`config.mk`:
```
export PLATFORM = sky130hd
export DESIGN_NAME = mem_rd_arbiter
export DESIGN_NICKNAME = d
export VERILOG_FILES = /design/src/rtl/mem_rd_arbiter.sv
export SDC_FILE = /design/constraint.sdc
export NUM_CORES = 1
export LEC_CHECK = 0
export BUFFER_PORTS_ARGS = -buffer_cell sky130_fd_sc_hd__buf_2
export CORE_AREA = 2 2 101 103
export CTS_BUF_LIST = sky130_fd_sc_hd__clkbuf_8
export DETAILED_ROUTE_END_ITERATION = 10
export DIE_AREA = 0 0 103 105
export PLACE_DENSITY = 0.76
export REMOVE_ABC_BUFFERS = 1
export SETUP_SLACK_MARGIN = 0.3
export SLEW_MARGIN = 10
export SYNTH_ARGS = -nofsm -noshare
export SYNTH_HDL_FRONTEND = slang
export SYNTH_SLANG_ARGS = --single-unit
```
`constraint.sdc`:
```
create_clock -name i_clk -period 4.5 [get_ports i_clk]
set_input_delay 0.45 -clock i_clk [delete_from_list [all_inputs] [get_ports i_clk]]
set_output_delay 0.45 -clock i_clk [all_outputs]
set_load 0.005 [all_outputs]
```
`src/rtl/mem_rd_arbiter.sv`:
```
// I/D read arbiter onto a single AXI3 AR/R master port, one transaction in flight.
// Define MEM_RD_ARB_ERR_EN to add sticky read-error capture (o_rd_err, o_rd_err_addr).
module mem_rd_arbiter #(
    parameter int         LINE_BYTE_OFFSET = 6,
    parameter int         D_STREAK_MAX     = 4,
    parameter logic [3:0] I_ARID           = 4'd0,
    parameter logic [3:0] D_ARID           = 4'd1
) (
    input  logic        i_clk,
    input  logic        i_rst_n,
    input  logic        i_i_req,
    input  logic [31:0] i_i_addr,
    input  logic [7:0]  i_i_len,
    input  logic [2:0]  i_i_size,
    output logic        o_i_gnt,
    output logic        o_i_rvalid,
    output logic        o_i_rlast,
    input  logic        i_d_req,
    input  logic [31:0] i_d_addr,
    input  logic [7:0]  i_d_len,
    input  logic [2:0]  i_d_size,
    output logic        o_d_gnt,
    output logic        o_d_rvalid,
    output logic        o_d_rlast,
    output logic [31:0] o_rdata,
`ifdef MEM_RD_ARB_ERR_EN
    output logic        o_rd_err,
    output logic [31:0] o_rd_err_addr,
`endif
    input  logic        i_wr_busy,
    input  logic [31:0] i_wr_addr,
    output logic [3:0]  arid,
    output logic [31:0] araddr,
    output logic [7:0]  arlen,
    output logic [2:0]  arsize,
    output logic [1:0]  arburst,
    output logic [1:0]  arlock,
    output logic [3:0]  arcache,
    output logic [2:0]  arprot,
    output logic        arvalid,
    input  logic        arready,
    input  logic [3:0]  rid,
    input  logic [31:0] rdata,
    input  logic [1:0]  rresp,
    input  logic        rlast,
    input  logic        rvalid,
    output logic        rready
);

    typedef enum logic [1:0] {
        IDLE,
        AR,
        R
    } state_t;

    localparam logic [3:0] STREAK_MAX = 4'(D_STREAK_MAX);

    state_t      state;
    logic        owner_d;
    logic [3:0]  streak;
    logic        hazard;
    logic        d_ok;
    logic        i_force;
    logic        gnt_d;
    logic        gnt_i;
    logic        beat;

    assign hazard  = i_wr_busy &
                     (i_d_addr[31:LINE_BYTE_OFFSET] == i_wr_addr[31:LINE_BYTE_OFFSET]);
    assign d_ok    = i_d_req & ~hazard;
    // I is forced once D has won D_STREAK_MAX times in a row while I waited
    assign i_force = i_i_req & (streak == STREAK_MAX);
    assign gnt_d   = (state == IDLE) & d_ok & ~i_force;
    assign gnt_i   = (state == IDLE) & i_i_req & ~gnt_d;
    assign beat    = rvalid & rready;

    assign o_i_gnt    = gnt_i;
    assign o_d_gnt    = gnt_d;
    assign o_i_rvalid = rready & ~owner_d & rvalid;
    assign o_d_rvalid = rready & owner_d & rvalid;
    assign o_i_rlast  = rready & ~owner_d & rvalid & rlast;
    assign o_d_rlast  = rready & owner_d & rvalid & rlast;
    assign o_rdata    = rready ? rdata : 32'd0;

    assign arid    = owner_d ? D_ARID : I_ARID;
    assign arburst = 2'b01;
    assign arlock  = 2'b00;
    assign arcache = 4'd0;
    assign arprot  = 3'd0;

    always_ff @(posedge i_clk or negedge i_rst_n) begin
        if (!i_rst_n) begin
            state   <= IDLE;
            owner_d <= 1'b0;
            streak  <= 4'd0;
            araddr  <= 32'd0;
            arlen   <= 8'd0;
            arsize  <= 3'd0;
            arvalid <= 1'b0;
            rready  <= 1'b0;
        end else begin
            unique case (state)
                IDLE: begin
                    if (gnt_d) begin
                        owner_d <= 1'b1;
                        araddr  <= i_d_addr;
                        arlen   <= i_d_len;
                        arsize  <= i_d_size;
                        arvalid <= 1'b1;
                        state   <= AR;
                        if (!i_i_req)
                            streak <= 4'd0;
                        else if (streak != STREAK_MAX)
                            streak <= streak + 4'd1;
                    end else if (gnt_i) begin
                        owner_d <= 1'b0;
                        araddr  <= i_i_addr;
                        arlen   <= i_i_len;
                        arsize  <= i_i_size;
                        arvalid <= 1'b1;
                        streak  <= 4'd0;
                        state   <= AR;
                    end
                end
                AR: begin
                    if (arready) begin
                        arvalid <= 1'b0;
                        rready  <= 1'b1;
                        state   <= R;
                    end
                end
                R: begin
                    if (beat && rlast) begin
                        rready <= 1'b0;
                        state  <= IDLE;
                    end
                end
                default: state <= IDLE;
            endcase
        end
    end

`ifdef MEM_RD_ARB_ERR_EN
    always_ff @(posedge i_clk or negedge i_rst_n) begin
        if (!i_rst_n) begin
            o_rd_err      <= 1'b0;
            o_rd_err_addr <= 32'd0;
        end else if (beat && (rresp != 2'b00) && !o_rd_err) begin
            o_rd_err      <= 1'b1;
            o_rd_err_addr <= araddr;
        end
    end

    logic unused_bits;
    assign unused_bits = ^{rid, i_wr_addr[LINE_BYTE_OFFSET-1:0]};
`else
    logic unused_bits;
    assign unused_bits = ^{rid, rresp, i_wr_addr[LINE_BYTE_OFFSET-1:0]};
`endif

endmodule

```
==> qor.txt, run 1 <==
=========================================================================
Sequential share of the synthesized area                            0.395
Top routing layer in use                                             met4
TritonCTS sink count                                                   52
Number of synthesized register bits                                    52
Hold violation count in the final report                                0
Quantity of gates resized following cts                                 0
Slowest cell on the critical path                            sky130_fd_sc_hd__or4_4
CTS clk-pin slew, worst paths                                     0.09 ns
Highest Clock Rate                                              0.407 GHz
Headroom to the max-slew limit                                      0.350
Final Setup Violations                                                  0
DR WL met2                                                        5630 µm
Final TNS setup                                                      0 ns
Mapped Cells                                                          381
Clock network fraction of design power                              0.112
Cell types occupying the most area after synthesis           sky130_fd_sc_hd__dfrtp_1 (40%), sky130_fd_sc_hd__nand2_1 (16%), sky130_fd_sc_hd__mux2_1 (8.9%)
Row cnt                                                                36
Post-route worst setup slack                                      2.04 ns
Mean cell area of the mapped netlist                             8.64 µm²
Combined buffer and inverter count along the critical path              2
M1 wire length                                                    3690 µm
Post-Synthesis Cell Area                                         3290 µm²
DRT Pass-1 Iters                                                        4
Global-route wire length before repair                           15700 µm
CTS H-Tree Depth                                                        2
Total leakage power                                               2.57 nW
Yosys top cell by area                                       sky130_fd_sc_hd__dfrtp_1
Total number of yosys warnings                                          0
Worst-case register-to-register setup slack                       2.33 ns
Fin cells                                                             739
Routed WL                                                        10200 µm
Cell types with the highest counts after synthesis           sky130_fd_sc_hd__nand2_1 (139), sky130_fd_sc_hd__dfrtp_1 (52), sky130_fd_sc_hd__and2_1 (32)
Type of the most critical hold path                           in -> async
Worst r2r src                                                   streak[0]
Number of primary I/O pins                                            262
Type of element capturing the critical path                     flip-flop
Core Box Area                                                    9640 µm²
Later-pin clock latency in the skew report                        0.31 ns
Net switching power                                              0.911 mW
Dpl cell area                                                    4490 µm²
Global placer's final weighted congestion                           0.776
Routed vias                                                          3363
CTS tree                                                              yes
Post-route DRC violation count                                          0
Largest net degree at the start of global routing                      53
Total number of cells along the worst setup path                        7
Worst setup slack before clock tree synthesis                     1.66 ns
Overall die area                                                10800 µm²
Avg Vias per Cell                                                    4.55
Half-perimeter wire length after placement                        7940 µm
Clock root buffer                                            sky130_fd_sc_hd__clkbuf_8
Maximum net fanout on the critical path                                46
Top-count cell post-synth                                    sky130_fd_sc_hd__nand2_1
Pwr per Cell Area                                              509 nW/µm²
GRT Residual Overflow                                                   0
Final design area excluding fillers                              4580 µm²
Internal power                                                    1.42 mW
Post-synth ARST share                                                1.00
Final standard cell utilization of the core                         0.475
Vertical die dimension                                             105 µm
Clock tree skew after final layout                              0.0153 ns
Required time of the worst setup path                             4.69 ns
Fraction of power spent switching nets                              0.391
Endpoint of the worst-slack reg-to-reg timing path             araddr[21]
Final net count                                                       770
Fraction of layout cells with a size suffix above 1                 0.442
Number of buffers created by CTS                                        5
Total routing resource utilization after global routing             0.184
Combinational cell fraction of total power                          0.519
Critical Path Source Type                                    primary input
Number of maximum-capacitance violations                                0
Placed Cells                                                          730
Kind of critical path                                           in -> reg
Number of flops mapped to enable cells by yosys                         0
Time the worst path needs with I/O delays and setup               2.46 ns
Number of max-slew violations in the final report                       0
Setup fix buffers added after clock tree synthesis                      0
Initial DRC Count                                                      72
Met3 layer wire length in the routed design                        736 µm
Antenna violation net count after detailed routing                      0
Initial antenna violation count                                         2
Clock buffer depth                                                      2
Proportion of power drawn by flip-flops and latches                 0.369
Port-buffer cells                                                     235
Worst R2R Path Depth                                                    7
Growth of design area from synthesis to finish                      39.0%
Delay-heaviest family, CP                                    simple AND/OR/NAND/NOR gates
Vias in the first global route                                       3496
Wire length per cell after detailed routing                       13.8 µm
Starting utilization of the core area                               0.342
Horizontal die dimension                                           103 µm
Worst path cell trace                                        buf_2 -> xnor2_1 -> nand4_1 -> or4_4 -> o31ai_4 -> buf_4 -> mux2_2
Post-synth top area share                                           0.395
Most used flip-flop cell after synthesis                     sky130_fd_sc_hd__dfrtp_1
Hold-fix buffers at CTS                                                 0
Slowest stage delay, CP                                           0.60 ns
Data arrival time at the worst-slack endpoint                     2.65 ns
Number of distinct library cells after synthesis                       30
Setup repair after global routing missed its margin                 false
Maximum VDD drop                                               0.000237 V
Period utilization                                                  0.546
Run status                                                      completed
Transition time at the pin with the least slew margin            0.972 ns
=========================================================================
-- layout by cell type (no fill, tap or decap), drive strengths merged --
cell	netlist	layout
mux2	44	44
conb	2	14
clkbuf	13	5
nor2	9	9
nor4	2	2
o21ai	6	6
xnor2	19	19
nand4b	1	1
buf	21	238
o31ai	1	1
nand3	5	5
diode	0	2
a21oi	2	2
nor4b	1	1
nor2b	4	4
dfrtp	52	52
o22ai	3	3
inv	5	6
nand4	4	4
and2	32	32
clkinv	0	1
and3	2	2
or4	2	2
o311ai	1	1
nand2	139	139
xor2	9	9
ha	2	2
-- registers in the layout, summed over array words and instances (netlist names) --
register,flops
streak,4
arlen,8
arvalid,1
owner_d,1
state,2
rready,1
araddr,32
arsize,3
-- worst max path at each step --
stage	from	to	slack [ns]
finish	i_d_addr[15]	araddr[21]	2.04
global route	i_d_addr[22]	araddr[14]	1.89
CTS	i_d_addr[15]	araddr[9]	2.00
detailed placement	i_d_addr[15]	araddr[17]	1.66
global placement	i_d_addr[15]	araddr[15]	1.71
floorplan	i_wr_addr[31]	o_i_gnt	1.22
-- metrics by stage --
| step | hold WS [ns] | total power [mW] |
|---|---|---|
| floorplan | 0.154 | 1.53 |
| global placement | 0.522 | 2.03 |
| detailed placement | 0.556 | 2.10 |
| CTS | 0.281 | 2.37 |
| global route | 0.303 | 2.56 |
| finish | 0.244 | 2.33 |
-- routing by layer --
layer,vias to the layer above,global-route usage
met5,-,0
met4,0,0.0564
met3,10,0.0368
met2,160,0.371
met1,1558,0.180
li1,1635,-
-- cells by family (layout without fill, tap and decap cells) --
| kind of cell | Yosys count | in the layout | share of synthesized area |
|---|---|---|---|
| and+or+nand+nor | 201 | 201 | 0.271 |
| DFF | 52 | 52 | 0.395 |
| muxes | 44 | 44 | 0.150 |
| buffers and inverters | 39 | 250 | 0.0722 |
| xor gates and xnor gates | 28 | 28 | 0.0745 |
| AOI/OAI and AO/OA | 13 | 13 | 0.0270 |
| adders and majority gates | 2 | 2 | 0.00760 |
| other | 2 | 16 | 0.00228 |
-- layout make-up --
class                      count  area [µm²]
antenna                        2        5.00
clock buffer                   5        68.8
clock inverter                 2        8.76
fill                         962        5060
inverter                       5        18.8
multi-input combinational    302        1810
sequential                    52        1300
tap                          133         166
timing repair buffer         238        1200
-- worst reg2reg max path, delay by kind of cell, from the launching register on --
family                     cells  cell delay [ns]
and+or+nand+nor                2             0.33
DFF                            1             0.43
buffers and inverters          2             0.61
muxes                          1             0.46
adders and majority gates      1             0.13
AOI/OAI and AO/OA              1             0.09
-- power groups by stage --
stage	Sequential, mW	Combinational, mW	Clock [mW]
final	0.860	1.21	0.261
after global routing	0.897	1.37	0.292
after CTS	0.862	1.23	0.276
after detailed placement	0.868	1.23	0
after global placement	0.854	1.18	0
after floorplan	0.867	0.662	0
Note: power is estimated with default switching activity, not from simulation.
==> inputs of run 2 (changes only) <==
--- a/config.mk
+++ b/config.mk
@@ -5,12 +5,13 @@
 export SDC_FILE = /design/constraint.sdc
 export NUM_CORES = 1
 export LEC_CHECK = 0
+export ABC_AREA = 1
 export BUFFER_PORTS_ARGS = -buffer_cell sky130_fd_sc_hd__buf_2
 export CORE_AREA = 2 2 101 103
 export CTS_BUF_LIST = sky130_fd_sc_hd__clkbuf_8
 export DETAILED_ROUTE_END_ITERATION = 10
 export DIE_AREA = 0 0 103 105
-export PLACE_DENSITY = 0.76
+export PLACE_DENSITY = 0.83
 export REMOVE_ABC_BUFFERS = 1
 export SETUP_SLACK_MARGIN = 0.3
 export SLEW_MARGIN = 10
==> constraint.sdc (replaced) <==
create_clock -name i_clk -period 2.55 [get_ports i_clk]
set_input_delay 0.255 -clock i_clk [delete_from_list [all_inputs] [get_ports i_clk]]
set_output_delay 0.255 -clock i_clk [all_outputs]
set_load 0.005 [all_outputs]
==> qor.txt, run 2 <==
==================================================================================
Run status                                                               completed
Maximum net fanout on the critical path                                         30
Most frequent cells in the layout                                     sky130_fd_sc_hd__nand2_1 (266), sky130_fd_sc_hd__buf_2 (235), sky130_fd_sc_hd__inv_1 (130), sky130_fd_sc_hd__nor2_1 (81), sky130_fd_sc_hd__nand3_1 (77)
Horizontal die dimension                                                    103 µm
Worst r2r src                                                            streak[0]
Mapped Cells                                                                   669
Post-route worst setup slack                                              0.486 ns
Overall die area                                                         10800 µm²
Final TNS setup                                                               0 ns
Flip-flop count of the largest register, all copies and words added             32
Most flops, register                                                        araddr
Largest net degree at the start of global routing                               31
Number of buffers created by CTS                                                 5
Half-perimeter wire length after placement                                10400 µm
Worst setup slack before clock tree synthesis                             0.374 ns
Initial DRC Count                                                              181
Clock root buffer                                                     sky130_fd_sc_hd__clkbuf_8
Post-Synthesis Cell Area                                                  3930 µm²
Port-buffer cells                                                              235
Post-synth ARST share                                                         1.00
Total number of yosys warnings                                                   0
DR WL met2                                                                 6330 µm
Mean cell area of the mapped netlist                                      5.88 µm²
Fin cells                                                                     1031
GRT Residual Overflow                                                            0
Starting utilization of the core area                                        0.408
Endpoint of the worst-slack reg-to-reg timing path                        arlen[2]
DRT Pass-1 Iters                                                                 7
Yosys top cell by area                                                sky130_fd_sc_hd__dfrtp_1
Vias in the first global route                                                4263
Capture endpoint of the worst hold path                                 araddr[13]
Row cnt                                                                         36
Cell types with the highest counts after synthesis                    sky130_fd_sc_hd__nand2_1 (267), sky130_fd_sc_hd__inv_1 (130), sky130_fd_sc_hd__nor2_1 (81)
Number of maximum-capacitance violations                                         0
Top-count cell post-synth                                             sky130_fd_sc_hd__nand2_1
Kind of critical path                                                   reg -> out
Cell types occupying the most area after synthesis                    sky130_fd_sc_hd__dfrtp_1 (33%), sky130_fd_sc_hd__nand2_1 (25%), sky130_fd_sc_hd__inv_1 (12%)
Later-pin clock latency in the skew report                                 0.31 ns
Number of distinct library cells after synthesis                                25
Final Setup Violations                                                           0
Data arrival time at the worst-slack endpoint                              1.81 ns
WHS Path Cells                                                                   3
Hold violation count in the final report                                         0
Routed vias                                                                   4516
Critical Path Source Type                                                flip-flop
Clock tree skew after final layout                                      0.00375 ns
Number of max-slew violations in the final report                                0
CTS H-Tree Depth                                                                 2
Antenna violation net count after detailed routing                               0
Post-route DRC violation count                                                   0
M1 wire length                                                             5380 µm
Sequential share of the synthesized area                                     0.331
Vertical die dimension                                                      105 µm
Core Box Area                                                             9640 µm²
Final design area excluding fillers                                       5260 µm²
Growth of design area from synthesis to finish                               33.7%
Number of antenna diodes                                                         0
Period utilization                                                           0.809
Avg Vias per Cell                                                             4.38
Total power draw                                                           4.18 mW
Final net count                                                               1063
Global placer's final weighted congestion                                    0.868
Fillers                                                                       1027
Total routing resource utilization after global routing                      0.231
Most used flip-flop cell after synthesis                              sky130_fd_sc_hd__dfrtp_1
Met3 layer wire length in the routed design                                 940 µm
Number of primary I/O pins                                                     262
Largest registers                                                     araddr (32), arlen (8), streak (4)
Clock buffer depth                                                               2
Headroom to the max-slew limit                                               0.612
Top routing layer in use                                                      met5
Startpoint of the worst hold path                                     i_i_addr[13]
Post-synth top area share                                                    0.331
CTS tree                                                                       yes
Number of flops mapped to enable cells by yosys                                  0
Initial antenna violation count                                                  1
Time the worst path needs with I/O delays and setup                        2.06 ns
Type of the most critical hold path                                      in -> reg
Total leakage power                                                        3.64 nW
Most common library cell in the layout ignoring fill and taps         sky130_fd_sc_hd__nand2_1
Type of element capturing the critical path                             output pin
Setup repair after global routing missed its margin                          false
Dpl cell area                                                             5140 µm²
Worst R2R Path Depth                                                            10
Transition time at the pin with the least slew margin                     0.582 ns
Global-route wire length before repair                                    19800 µm
Wire length per cell after detailed routing                                12.4 µm
Highest Clock Rate                                                       0.484 GHz
Pwr per Cell Area                                                       795 nW/µm²
TritonCTS sink count                                                            52
Maximum VDD drop                                                        0.000399 V
Required time of the worst setup path                                      2.30 ns
CTS clk-pin slew, worst paths                                              0.10 ns
Fraction of layout cells with a size suffix above 1                          0.290
Routed WL                                                                 12800 µm
Worst-case register-to-register setup slack                                0.53 ns
Placed Cells                                                                  1020
Number of synthesized register bits                                             52
==================================================================================
-- run 2: cell count changes after synthesis, sizes merged, moves of 18 or more --
cell,change
nand2,+129
nand3,+72
xnor2,-18
and2,-32
nor2,+72
inv,+125
mux2,-44
-- run 2: area by class of cell --
class	instances	area, µm²	area share
Clock buffer	5	68.8	0.0131
Clock inverter	3	22.5	0.00428
Inverter	131	492	0.0935
Multi-Input combinational cell	457	1890	0.360
Sequential cell	52	1300	0.248
Tap cell	133	166	0.0317
Timing Repair Buffer	250	1320	0.250
-- run 2: what timing repair did --
action,4_1_cts,5_1_grt
hold buffers,1,0
hold endpoints to repair,22,0
resized for setup,0,1
setup buffers,0,2
endpoints found under the setup margin,0,2
-- run 2: logic make-up (layout without fill, tap and decap cells) --
family                   Yosys count  count (layout)  synth area share
flip-flops                        52              52             0.331
buffers and inverters            172             389             0.201
XOR/XNOR                           3               3           0.00668
AO/OA/AOI/OAI                      7               7            0.0140
AND/OR/NAND/NOR                  431             431             0.440
other                              2              14           0.00191
adder cells (fa/ha/maj)            2               2           0.00636
-- run 2: layer usage --
layer,up-vias,track usage
li1,2377,-
met1,1962,0.278
met2,164,0.420
met3,11,0.0455
met4,2,0.0479
met5,-,0
-- run 2: how the worst max path moves through the flow --
stage / end / slack [ns] / start / cells after the start
floorplan: araddr[0] / 0.13 / i_wr_addr[8] / 9
global placement: arlen[5] / 0.43 / i_wr_addr[8] / 11
detailed placement: arsize[1] / 0.37 / i_wr_addr[8] / 11
CTS: o_d_gnt / 0.39 / streak[0] / 8
global route: arlen[2] / 0.29 / streak[0] / 10
finish: o_d_gnt / 0.49 / streak[0] / 8
-- run 2: worst max-delay path: stages (launching register included) --
cell and delay [ns]:
sky130_fd_sc_hd__dfrtp_1 0.41, sky130_fd_sc_hd__inv_1 0.10, sky130_fd_sc_hd__ha_1 0.15, sky130_fd_sc_hd__nand4_1 0.09
sky130_fd_sc_hd__nand3_1 0.15, sky130_fd_sc_hd__o21bai_4 0.20, sky130_fd_sc_hd__buf_12 0.22, sky130_fd_sc_hd__inv_1 0.05
sky130_fd_sc_hd__buf_2 0.12
-- run 2: power by group --
part	internal [mW]	leakage, nW	switching, mW
Combinational	0.945	2.98	1.32
Sequential	1.20	0.606	0.214
Clock	0.198	0.0485	0.302
-- run 2: per-stage QoR --
stage / utilization / hold slack, ns
2_1_floorplan: - / -0.0406
3_3_place_gp: 0.533 / 0.279
3_5_place_dp: 0.533 / 0.283
4_1_cts: 0.544 / 0.155
5_1_grt: 0.545 / 0.165
6_report: 0.545 / 0.164
